<file path="src/rtl/seq_divider_16by4_if.sv">
// Start/result bundle between a requester and seq_divider_16by4.
interface seq_divider_16by4_if;
    logic        start;
    logic [15:0] C;
    logic [3:0]  B;
    logic        busy;
    logic        done;
    logic [8:0]  Q;
    logic [3:0]  R;
    logic        ovf;
    logic        dz;

    modport master (
        output start, C, B,
        input  busy, done, Q, R, ovf, dz
    );

    modport slave (
        input  start, C, B,
        output busy, done, Q, R, ovf, dz
    );
endinterface

</file>
<file path="src/rtl/seq_divider_16by4.sv">
// Iterative restoring divider: 16-bit dividend by 4-bit divisor, one quotient bit per clock.
// Optional build macro DIV_SAT_EN saturates Q to 9'h1FF on quotient overflow.
module seq_divider_16by4 (
    input  logic                 clk,
    input  logic                 rst_n,
    seq_divider_16by4_if.slave   bus
);
    localparam int unsigned CW = 16;
    localparam int unsigned BW = 4;
    localparam int unsigned QW = 9;
    localparam int unsigned RW = 4;
    localparam int unsigned PW = BW + 1;
    localparam int unsigned NW = 4;

    typedef enum logic [1:0] {
        S_IDLE = 2'd0,
        S_CALC = 2'd1,
        S_DONE = 2'd2
    } state_t;

    state_t          state_q, state_d;
    logic [NW-1:0]   cnt_q,   cnt_d;
    logic [CW-1:0]   c_q,     c_d;
    logic [BW-1:0]   b_q,     b_d;
    logic [CW-1:0]   quot_q,  quot_d;
    logic [PW-1:0]   rem_q,   rem_d;
    logic            busy_q,  busy_d;
    logic            done_q,  done_d;
    logic [QW-1:0]   q_q,     q_d;
    logic [RW-1:0]   r_q,     r_d;
    logic            ovf_q,   ovf_d;
    logic            dz_q,    dz_d;

    logic [PW-1:0]   rem_trial;
    logic [PW-1:0]   rem_next;
    logic [CW-1:0]   quot_next;
    logic            fits;

    // State and datapath registers
    always_ff @(posedge clk) begin
        if (!rst_n) begin
            state_q <= S_IDLE;
            cnt_q   <= NW'(15);
            c_q     <= '0;
            b_q     <= '0;
            quot_q  <= '0;
            rem_q   <= '0;
            busy_q  <= 1'b0;
            done_q  <= 1'b0;
            q_q     <= '0;
            r_q     <= '0;
            ovf_q   <= 1'b0;
            dz_q    <= 1'b0;
        end else begin
            state_q <= state_d;
            cnt_q   <= cnt_d;
            c_q     <= c_d;
            b_q     <= b_d;
            quot_q  <= quot_d;
            rem_q   <= rem_d;
            busy_q  <= busy_d;
            done_q  <= done_d;
            q_q     <= q_d;
            r_q     <= r_d;
            ovf_q   <= ovf_d;
            dz_q    <= dz_d;
        end
    end

    // Next-state, iteration step and result capture
    always_comb begin
        state_d = state_q;
        cnt_d   = cnt_q;
        c_d     = c_q;
        b_d     = b_q;
        quot_d  = quot_q;
        rem_d   = rem_q;
        busy_d  = busy_q;
        done_d  = 1'b0;
        q_d     = q_q;
        r_d     = r_q;
        ovf_d   = ovf_q;
        dz_d    = dz_q;

        // rem_q stays below B, so the shifted trial value always fits in 5 bits
        rem_trial = {rem_q[RW-1:0], c_q[CW-1]};
        fits      = (rem_trial >= {1'b0, b_q});
        rem_next  = fits ? (rem_trial - {1'b0, b_q}) : rem_trial;
        quot_next = {quot_q[CW-2:0], fits};

        unique case (state_q)
            S_IDLE: begin
                if (bus.start) begin
                    c_d    = bus.C;
                    b_d    = bus.B;
                    quot_d = '0;
                    rem_d  = '0;
                    cnt_d  = NW'(15);
                    if (bus.B != '0) begin
                        state_d = S_CALC;
                        busy_d  = 1'b1;
                    end else begin
                        state_d = S_DONE;
                        done_d  = 1'b1;
                        q_d     = QW'(9'h1FF);
                        r_d     = '0;
                        ovf_d   = 1'b0;
                        dz_d    = 1'b1;
                    end
                end
            end
            S_CALC: begin
                c_d    = {c_q[CW-2:0], 1'b0};
                quot_d = quot_next;
                rem_d  = rem_next;
                cnt_d  = cnt_q - NW'(1);
                if (cnt_q == '0) begin
                    state_d = S_DONE;
                    busy_d  = 1'b0;
                    done_d  = 1'b1;
                    r_d     = rem_next[RW-1:0];
                    ovf_d   = |quot_next[CW-1:QW];
                    dz_d    = 1'b0;
`ifdef DIV_SAT_EN
                    q_d     = (|quot_next[CW-1:QW]) ? QW'(9'h1FF) : quot_next[QW-1:0];
`else
                    q_d     = quot_next[QW-1:0];
`endif
                end
            end
            S_DONE: begin
                state_d = S_IDLE;
            end
            default: begin
                state_d = S_IDLE;
            end
        endcase
    end

    assign bus.busy = busy_q;
    assign bus.done = done_q;
    assign bus.Q    = q_q;
    assign bus.R    = r_q;
    assign bus.ovf  = ovf_q;
    assign bus.dz   = dz_q;

endmodule

</file>
<file path="src/flat_wrapper.sv">
// flat-port wrapper written by rule: the top's interface ports become plain ports
module seq_divider_16by4_flat 
  (clk, rst_n, bus_start, bus_C, bus_B, bus_busy, bus_done, bus_Q, bus_R, bus_ovf, bus_dz);
  seq_divider_16by4_if bus_i ();
  input  logic clk;
  input  logic rst_n;
  input wire logic [$bits(bus_i.start)-1:0] bus_start;
  input wire logic [$bits(bus_i.C)-1:0] bus_C;
  input wire logic [$bits(bus_i.B)-1:0] bus_B;
  output wire logic [$bits(bus_i.busy)-1:0] bus_busy;
  output wire logic [$bits(bus_i.done)-1:0] bus_done;
  output wire logic [$bits(bus_i.Q)-1:0] bus_Q;
  output wire logic [$bits(bus_i.R)-1:0] bus_R;
  output wire logic [$bits(bus_i.ovf)-1:0] bus_ovf;
  output wire logic [$bits(bus_i.dz)-1:0] bus_dz;
  assign bus_i.start = bus_start;
  assign bus_i.C = bus_C;
  assign bus_i.B = bus_B;
  assign bus_busy = bus_i.busy;
  assign bus_done = bus_i.done;
  assign bus_Q = bus_i.Q;
  assign bus_R = bus_i.R;
  assign bus_ovf = bus_i.ovf;
  assign bus_dz = bus_i.dz;
  seq_divider_16by4 u_core (.clk(clk), .rst_n(rst_n), .bus(bus_i));
endmodule
</file>
<file path="config.mk">
export PLATFORM = sky130hd
export DESIGN_NAME = seq_divider_16by4_flat
export DESIGN_NICKNAME = d
export VERILOG_FILES = /design/src/rtl/seq_divider_16by4_if.sv /design/src/rtl/seq_divider_16by4.sv /design/src/flat_wrapper.sv
export SDC_FILE = /design/constraint.sdc
export NUM_CORES = 1
export LEC_CHECK = 0
export CORE_MARGIN = 2
export CORE_UTILIZATION = 55
export CTS_CLUSTER_DIAMETER = 100
export DETAILED_ROUTE_END_ITERATION = 10
export PLACE_DENSITY = 0.89
export RECOVER_POWER = 25
export SETUP_SLACK_MARGIN = 0.1
export SYNTH_ARGS = -nofsm -noshare
export SYNTH_HDL_FRONTEND = slang
export SYNTH_SLANG_ARGS = --single-unit
</file>
<file path="constraint.sdc">
create_clock -name clk -period 3.3 [get_ports clk]
set_clock_uncertainty 0.05 [all_clocks]
set_input_delay 0.99 -clock clk [delete_from_list [all_inputs] [get_ports clk]]
set_output_delay 0.99 -clock clk [all_outputs]
set_load 0.02 [all_outputs]
</file>
==> results.json <==
{
  "dp_cells": 398,
  "wl_per_cell_um": 13.6,
  "maxCapViolations": 0,
  "yosys.cell_types.count": 42,
  "synthTopCellsByCount": "62 x dfxtp_1, 56 x nand2_1, 25 x nor2b_1, 22 x o211a_1, 20 x nand3_1",
  "cp_data_required_time_ns": 3.48,
  "min-delay-start": "u_core.bus.R[2]",
  "cp-startpoint": "bus_start",
  "whs_path_depth": 2,
  "criticalPathCategory": "in2reg",
  "worst_path_max_delay_cell": "or2_0",
  "path_cells": "clkdlybuf4s50_1, nor2_1, or2_0, nand2_1, and3_1",
  "io_pins": 40,
  "grtUsageTotal_pct": 22.5,
  "grt_antenna_before_repair": 0,
  "r2r-start": "u_core.state_q[0]",
  "finalHoldViolations": 0,
  "setup_viol": 0,
  "rows": 25,
  "initial_core_util_pct": 57.4,
  "clock_latency_ns": 0.33,
  "dr.pass1.iters": 4,
  "rsz0062_at_grt": "false",
  "yosysTopAreaCellShare_pct": 45.5,
  "port_buffers": 39,
  "fin_crit_sh_pct": 85.0,
  "p_int_uw": 1290,
  "peakVddDrop_v": 0.000308,
  "syn_area_um2": 2730,
  "p_switching_uw": 441,
  "worst_r2r_path_depth": 4,
  "synth_area_per_cell_um2": 8.86,
  "slowest_delay_ns": 1.01,
  "synth_warnings": 0,
  "drt-total-wl_um": 5630,
  "outcome": "finished, final reports clean",
  "die_w_um": 74.5,
  "cp.buffers_inverters": 1,
  "yosysMostFrequentCell": "dfxtp_1",
  "first_iter_violations": 110,
  "drive_above_1_share_pct": 7.49,
  "coreArea_um2": 4750,
  "synthArstFlopShare_pct": 0,
  "cp.arrival_ns": 2.98,
  "synth_nets": 337,
  "p_seq_share_pct": 46.5,
  "synth_ff_type": "dfxtp_1",
  "ys_ff_latch": 62,
  "syn2layout_area_growth_pct": 21.8,
  "stdcell_count": 414,
  "n_antenna_cell": 0,
  "clockBufferDepth": 2,
  "p_leak_uw": 0.00150,
  "route.detailed.drc": 0,
  "cts_resized": 0,
  "nets": 371,
  "fmax_ghz": 0.356,
  "slew_violations": 0,
  "fillers": 391,
  "post_cts_buffers": 0,
  "ys_seq_area_share_pct": 45.5,
  "period_minus_slack_ns": 2.81,
  "drtAntennaViolNets": 0,
  "clk_pin_slew_ns": 0.07,
  "clkPwrFrac_pct": 38.1,
  "cts_tree": "built",
  "yosys.area.top_type": "dfxtp_1",
  "synth-edff-count": 0,
  "finalPower_uw": 1730,
  "cp-end-kind": "flop",
  "clock-sinks": 62,
  "first_global_vias": 2218,
  "slew_headroom_pct": 12.0,
  "place.gp.congestion": 0.815,
  "synth_cells": 308,
  "dr_total_vias": 2267,
  "cp_num_cells": 5,
  "die_area_um2": 5540,
  "critical_path.startpoint_type": "input pin",
  "die_h_um": 74.5,
  "hold_ws_ns": 0.437,
  "tns_ns": 0,
  "cp_max_fo": 22,
  "viasPerCell": 5.48,
  "overflow": 0,
  "holdBufCountCts": 0,
  "tightest_slew_ns": 1.32,
  "combPwrFrac_pct": 15.4,
  "power-per-cell-area_nw_per_um2": 521,
  "cp_top_family": "simple AND/OR/NAND/NOR gates",
  "place_area_um2": 3130,
  "hold_path.class": "reg2reg",
  "fin_area_um2": 3320,
  "p_sw_share_pct": 25.4,
  "synthTopCellsByArea": "dfxtp_1 45%, o211a_1 8.1%, nand2_1 7.7%",
  "cts_max_level": 3,
  "cts_buffers": 9,
  "grt_pass1_wl_um": 9530,
  "clockRootBuffer": "clkbuf_8",
  "grt_max_degree": 36,
  "dp_hpwl_um": 3680
}
## cell families (layout without fill, tap and decap cells)
| kind of cell | count (synthesis) | in the layout | synth area share, % |
|---|---|---|---|
| AOI/OAI and AO/OA | 67 | 67 | 19.4 |
| and+or+nand+nor | 137 | 137 | 24.7 |
| xor gates and xnor gates | 3 | 3 | 0.963 |
| muxes | 2 | 2 | 0.733 |
| DFF | 62 | 62 | 45.5 |
| adders and majority gates | 6 | 6 | 3.02 |
| buffers and inverters | 31 | 70 | 5.68 |
## per-stage QoR
step                      worst slack (ns)  utilization, %
after floorplan                       1.27               -
after detailed placement             0.394            65.8
after CTS                            0.734            70.1
after global routing                 0.392            69.9
after global placement               0.554            65.8
final                                0.494            69.9
## worst paths after layout
kind                                   endpoint  slack [ns]
worst max-delay path             u_core.c_q[15]        0.49
worst min-delay path            u_core.bus.R[2]        0.44
worst max register to register   u_core.c_q[15]        1.26
worst min register to register  u_core.bus.R[2]        0.44
## cell usage in the layout (no fill, tap or decap), drive strengths merged, types with 3 or more instances in the layout
| cell | instances |
|---|---|
| a21boi | 5 |
| a21oi | 7 |
| a22oi | 15 |
| and2 | 3 |
| and3 | 4 |
| buf | 4 |
| clkbuf | 14 |
| clkdlybuf4s50 | 39 |
| dfxtp | 62 |
| ha | 5 |
| inv | 10 |
| nand2 | 57 |
| nand3 | 20 |
| nor2 | 16 |
| nor2b | 25 |
| nor3 | 3 |
| nor4 | 4 |
| o211a | 22 |
| o21ai | 8 |
| o22ai | 3 |
## power groups by stage
| stage | combinational [uW] | sequential (uW) | clock, uW |
|---|---|---|---|
| floorplan | 191 | 821 | 0 |
| detailed placement | 262 | 822 | 0 |
| finish | 266 | 806 | 660 |
| global placement | 256 | 820 | 0 |
| CTS | 267 | 806 | 671 |
| global route | 297 | 811 | 709 |
## final cells by class
type	count	area [um^2]	area share, %
Timing Repair Buffer	44	424	12.8
Inverter	10	37.5	1.13
Tap cell	67	83.8	2.52
Multi-Input combinational cell	215	1340	40.2
Clock buffer	13	159	4.78
Sequential cell	62	1240	37.3
Clock inverter	3	42.5	1.28
## metal layers
metal,routed length (um),up-vias,global-route usage [%]
met2,2750,50,37.2
met4,81,0,11.7
met3,193,6,4.74
met1,2610,1076,27.5
met5,0,-,0
li1,-,1135,-
## registers in the layout, indices dropped and copies added (netlist names), 2 cells and up
register / cells
u_core.rem_q: 4
u_core.cnt_q: 4
u_core.bus.Q: 9
u_core.bus.R: 4
u_core.state_q: 2
u_core.b_q: 4
u_core.quot_q: 15
u_core.c_q: 16
## worst reg2reg max path, delay by kind of cell, from the launching register on
kind / cells / cell delay (ns)
flops: 1 / 0.33
simple gates: 4 / 1.56
Power figures use the tool's default switching activity.
